$ cat src/rtl/fitness_sweeper.sv
// fitness_sweeper: sweeps every input vector onto an evolvable circuit,
// waits for it to settle, compares its outputs against a target truth table
// and reports the count of matching output bits as the fitness.
module fitness_sweeper #(
  parameter  int IN     = 2,
  parameter  int OUT    = 1,
  parameter  int SETTLE = 1,
  localparam int NV     = 2**IN,
  localparam int FW     = $clog2(OUT*NV+1),
  localparam int WW     = $clog2(SETTLE+2)
) (
  input  logic               clk,
  input  logic               rst,
  input  logic               start,
  input  logic               abort,
  input  logic [OUT*NV-1:0]  target,
  input  logic [OUT-1:0]     out_dut,
  output logic [IN-1:0]      inp,
  output logic               busy,
  output logic               done,
  output logic [FW-1:0]      fitness,
  output logic               perfect
);

  typedef enum logic [1:0] {IDLE, APPLY, SAMPLE, DONE} state_t;

  localparam logic [IN:0]   VEC_LAST = (IN+1)'(NV-1);
  localparam logic [WW-1:0] WAIT_END = WW'(SETTLE);
  localparam logic [FW-1:0] FIT_MAX  = FW'(OUT*NV);

  state_t          state, state_n;
  logic [IN:0]     vec, vec_n;
  logic [FW-1:0]   acc, acc_n, acc_sum, pop;
  logic [WW-1:0]   wcnt, wcnt_n;
  logic [IN-1:0]   inp_n;
  logic            busy_n, done_n, perf_n;
  logic [FW-1:0]   fit_n;
  logic [OUT-1:0]  match;

  // Count output bits that agree with the target slice of the current vector
  always_comb begin
    match = ~(out_dut ^ target[int'(vec[IN-1:0])*OUT +: OUT]);
    pop   = '0;
    for (int i = 0; i < OUT; i++) pop = pop + FW'(match[i]);
    acc_sum = acc + pop;
  end

  // Next-state and registered-output logic; abort overrides any transition
  always_comb begin
    state_n = state;
    vec_n   = vec;
    acc_n   = acc;
    wcnt_n  = wcnt;
    inp_n   = inp;
    busy_n  = busy;
    done_n  = 1'b0;
    fit_n   = fitness;
    perf_n  = perfect;
    case (state)
      IDLE: if (start) begin
        vec_n   = '0;
        acc_n   = '0;
        wcnt_n  = '0;
        inp_n   = '0;
        busy_n  = 1'b1;
        state_n = APPLY;
      end
      APPLY: begin
        if (wcnt == WAIT_END) state_n = SAMPLE;
        else                  wcnt_n  = wcnt + 1'b1;
      end
      SAMPLE: begin
        acc_n = acc_sum;
        if (vec == VEC_LAST) begin
          fit_n   = acc_sum;
          perf_n  = (acc_sum == FIT_MAX);
          done_n  = 1'b1;
          busy_n  = 1'b0;
          state_n = DONE;
        end else begin
          vec_n   = vec + 1'b1;
          inp_n   = vec_n[IN-1:0];
          wcnt_n  = '0;
          state_n = APPLY;
        end
      end
      DONE: state_n = IDLE;
      default: state_n = IDLE;
    endcase
    if (abort && state != IDLE) begin
      state_n = IDLE;
      busy_n  = 1'b0;
      inp_n   = '0;
      done_n  = 1'b0;
      fit_n   = fitness;
      perf_n  = perfect;
    end
  end

  // State and output registers with synchronous reset
  always_ff @(posedge clk) begin
    if (rst) begin
      state   <= IDLE;
      vec     <= '0;
      acc     <= '0;
      wcnt    <= '0;
      inp     <= '0;
      busy    <= 1'b0;
      done    <= 1'b0;
      fitness <= '0;
      perfect <= 1'b0;
    end else begin
      state   <= state_n;
      vec     <= vec_n;
      acc     <= acc_n;
      wcnt    <= wcnt_n;
      inp     <= inp_n;
      busy    <= busy_n;
      done    <= done_n;
      fitness <= fit_n;
      perfect <= perf_n;
    end
  end

endmodule

$ cat config.mk
export PLATFORM = sky130hd
export DESIGN_NAME = fitness_sweeper
export DESIGN_NICKNAME = d
export VERILOG_FILES = /design/src/rtl/fitness_sweeper.sv
export SDC_FILE = /design/constraint.sdc
export NUM_CORES = 1
export LEC_CHECK = 0
export BUFFER_PORTS_ARGS = -buffer_cell sky130_fd_sc_hd__buf_2
export CAP_MARGIN = 20
export CORE_ASPECT_RATIO = 1.1
export CORE_MARGIN = 2
export CORE_UTILIZATION = 37
export CTS_CLUSTER_SIZE = 20
export DETAILED_ROUTE_END_ITERATION = 16
export SETUP_SLACK_MARGIN = 0.3
export SKIP_CTS_REPAIR_TIMING = 1
export SYNTH_ARGS = -nofsm -noshare
export SYNTH_HDL_FRONTEND = slang
export SYNTH_SLANG_ARGS = --single-unit
$ cat constraint.sdc
create_clock -name clk -period 2.2 [get_ports clk]
set_input_delay 0.44 -clock clk [delete_from_list [all_inputs] [get_ports clk]]
set_output_delay 0.44 -clock clk [all_outputs]
set_load 0.01 [all_outputs]
* After elaboration in Yosys (flattened, before gate mapping)
Cells that the tools add are included.
W data, S select, Z words.
** Word-level totals
- Bits in registers :: 18
- Bits of input ports :: 9
** Operators by class
- Add/sub/neg operators :: 3
- Equal/unequal tests :: 11
- Shift operators :: 1
- Multiplexer cells :: 18
- Bitwise gates (word level) :: 4
- Reduce and logical (&&, ||, !) cells :: 13
** Operator list (number)
- $mux W2 :: 7
- $pmux W3 S2 :: 2
- $ne A2 B2 Y1 const B :: 5
- $reduce_and A3 Y1 :: 3
- $pmux W2 S4 :: 1
- $mux W3 :: 2
- $pmux W2 S3 :: 1
- $eq A2 B1 Y1 const B :: 2
- $eq A2 B2 Y1 const B :: 2
- $pmux W2 S2 :: 1
- $reduce_and A2 Y1 :: 2
- $reduce_and A4 Y1 :: 1
- $reduce_bool A2 Y1 :: 2
- $shiftx A4 B3 Y1 :: 1
- $add A3 B1 Y3 :: 1
- $add A3 B1 Y3 const B :: 1
- $eq A3 B2 Y1 const B :: 1
- $eq A3 B3 Y1 const B :: 1
- $mux W1 :: 3
- $not A1 Y1 :: 3
- $reduce_bool A3 Y1 :: 1
- $reduce_or A3 Y1 :: 1
- $add A2 B1 Y2 const B :: 1
- $logic_not A2 Y1 :: 1
- other kinds (4) :: 4

* Longest topological paths before layout
- Depth in word-level cells :: 5
- Gate-level depth with buffers :: 7

* Least setup slack after synthesis
No wires, ideal clock.
- Path kind :: register to register
- Start point :: register vec[0]
- End point :: register perfect
- Library setup time :: 74 ps
- Arrival :: 1799 ps
- Required time :: 2126 ps
- Setup slack :: 327 ps
- Stages on the path, launching flop included :: 8
- Clock period less this slack :: 1873 ps
- Path through :: dfxtp_1 -> mux4_2 -> xnor2_1 -> ha_1 -> ha_1 -> nor3_1 -> nand3_1 -> o21ai_0
** Between the ends
- Word-level cells in the longest chain between the ends :: 5
** Ends and longest elaborated chain
- from (decl) :: line 32 : logic [IN:0] vec, vec_n;
- from (signal assigned) :: line 114 : vec <= vec_n;
- $shiftx A4 B3 Y1 :: line 42 : match = ~(out_dut ^ target[int'(vec[IN-1:0])*OUT +: OUT]);
- $xor A1 B1 Y1 :: line 42
- $not A1 Y1 :: line 42
- $add A3 B1 Y3 :: line 45 : acc_sum = acc + pop;
- named net acc_sum[1] :: line 33 : logic [FW-1:0] acc, acc_n, acc_sum, pop;
- $eq A3 B3 Y1 :: line 76 : perf_n = (acc_sum == FIT_MAX);
- to (signal assigned) :: line 121 : perfect <= perf_n;
- to (decl) :: line 22 : output logic perfect
The timed path passes the listed nets, and every way through them passes these cells.
A chain may end at the register's enable or synchronous reset.

* Worst setup path after layout
- Start point :: register vec[0]
- End point :: register acc[2]
** Between the ends
- Word-level cells in the longest chain between the ends :: 5
** Ends and longest elaborated chain
- $shiftx A4 B3 Y1 :: line 42
- $xor A1 B1 Y1 :: line 42
- $not A1 Y1 :: line 42
- $add A3 B1 Y3 :: line 45
- $pmux W3 S2 :: line 59 : case (state)
- to (signal assigned) :: line 115 : acc <= acc_n;
- to (decl) :: line 33
No other way between the ends.

==> impl_metrics.yaml <==
power_and_ir_drop:
  power_leakage_nw: 0.434
  power_w: 0.000575
  p_per_area_nw_per_um2: 545
  max-vdd-ir-drop_mv: 0.385
clocking:
  clkTransAtPathRegs_ns: 0.10
  root_buffer: "clkbuf_4"
  clkSinkCount: 18
  numCtsBuffers: 3
  htreeDepth: 1
  clock_path_buffers: 2
  worstSkewPairLatency_ns: 0.28
  cts_tree: "done"
grt:
  grt_max_degree: 16
  grt_pass1_vias: 647
  grt.overflow.total: 0
  grt_antenna_before_repair: 0
  grt_pass1_wl_um: 2710
  grtUsageTotal_pct: 12.9
setup_path:
  cp_max_fo: 3
  required_ns: 2.37
  path_class: "reg2reg"
  critPathLaunchType: "flip-flop"
  arrival_ns: 2.06
  cp-end-kind: "flip-flop"
sta:
  clock_skew_ns: 0.00122
  period_share_pct: 85.9
  hold_viol_final: 0
  slew_violations: 0
  fin_hold_ws_ns: 0.452
  fmax_ghz: 0.529
  period_minus_slack_ns: 1.89
  rsz0062_at_grt: "true"
  tns_ns: 0
  setup_viol: 0
  max-slew-margin-rel_pct: 71.6
  worst_pin_slew_ns: 0.426
routing:
  drc: 0
  drt_iter0_drc: 14
  ant_nets: 0
  vias_per_cell: 4.94
  finalWirelength_um: 1630
  wl_per_cell_um: 11.6
  num_vias: 696
  dr.pass1.iters: 4
layout:
  stdcell_count: 141
  finalNetCount: 127
  fin_util_pct: 46.9
  diodes: 0
  syn2layout_area_growth_pct: 20.1
  nFillCells: 229
  drive_above_1_share_pct: 31.5
floorplanning:
  die_h_um: 55.1
  core_sq_um: 2250
  num_rows: 18
  start_util_pct: 39.1
  dieArea_sq_um: 2780
  die_w_um: 50.5
  design.portCount: 17
logic_synthesis:
  synth_ff_type: "dfxtp_1"
  ys_warn_count: 0
  async_flop_share_pct: 0
  synthAdderAreaFrac_pct: 7.11
  syn_avg_cell_area_sq_um: 9.36
  synth-compound-area-share_pct: 17.4
  synth_edf_count: 0
  synthSimpleGateAreaFrac_pct: 21.9
  ys_seq_elements: 18
  synth_top_family_by_area: "simple AND/OR/NAND/NOR gates"
  synth_nets: 108
  synth_xor_area_share_pct: 1.99
  synth_area_sq_um: 880
  ys_types: 35
  synthMuxAreaShare_pct: 5.97
  syn_inst: 94
  ys_seq_area_share_pct: 41.0
place:
  dp_hpwl_um: 1230
  gp_congestion: 0.704
  portBuffers: 16
  dp.cells: 136
min_path:
  hp-class: "in2reg"
flow_run:
  maxCapViolations: 0
run_status:
  status: "complete, no violations"
## area by class of cell
type                       count  area [sq um]  area share (%)
multi-input combinational     67           518            49.1
sequential                    18           364            34.5
timing repair buffer          18          95.1            9.00
inverter                       5          18.8            1.78
tap                           30          37.5            3.55
clock buffer                   3          22.5            2.13
## state kept, by name (all words and copies together), names as in the netlist
name	flops
acc	3
fitness	3
vec	3
inp	2
state	2
wcnt	2
busy	1
done	1
perfect	1
## metrics by stage
step                      instance area [sq um]  setup slack [ns]
after CTS                                   997             0.161
after global placement                      975             0.145
after floorplan                             880             0.327
after detailed placement                    975             0.129
after global routing                       1060             0.237
final                                      1060             0.310
## synthesized netlist by cell type, drive strengths merged, types with 3 or more instances
master / instances / area, sq um
a21oi: 10 / 53.8
ha: 5 / 62.6
nor2: 6 / 22.5
inv: 5 / 18.8
nand3: 5 / 25.0
nand2b: 4 / 32.5
o21ai: 5 / 25.0
dfxtp: 18 / 360
buf: 3 / 17.5
mux2i: 3 / 30.0
nand2: 7 / 26.3
## path summary, 6_finish.rpt
kind | start | end | slack (ns) | cells past startpoint
max reg2reg | vec[0] | acc[2] | 0.31 | 7
max | vec[0] | acc[2] | 0.31 | 7
min | rst | fitness[2] | 0.45 | 2
min reg2reg | perfect | perfect | 0.46 | 2
## report_power, final
part / internal [W] / switching (W)
sequential: 0.000333 / 0.0000123
combinational: 0.0000370 / 0.0000354
clock: 0.0000634 / 0.0000945
total: 0.000433 / 0.000142
## worst max-delay path: stages (launching register included)
cell and delay, ns:
dfxtp_4 0.37, mux4_2 0.52, xnor2_2 0.15, ha_2 0.18, ha_4 0.17, nor3b_2 0.15, o21ai_1 0.17, a21oi_1 0.09
## kinds of logic after synthesis
logic type      after synthesis
simple gates                 32
compound gates               24
flops                        18
buf+inv                       9
fa+ha+maj                     5
mux                           4
xor+xnor                      2
## routing by layer
layer	vias up	track usage (%)	wire (um)
met5	-	0	0
met4	0	4.05	15
met3	2	2.96	57
met2	10	23.7	777
met1	311	15.2	783
li1	373	-	-
## placed cells by master, fill, tap and decap left out, types with 2 or more instances in the layout
cell type   n
buf_2      16
nor2_1      6
and4bb_2    2
a22oi_1     2
inv_1       5
nand2b_1    3
mux2i_1     3
clkbuf_4    3
o21ai_0     4
a21oi_1     9
nand3_1     5
nand2_1     7
buf_4       2
ha_1        3
dfxtp_1    17
(Power assumes the default switching activity.)
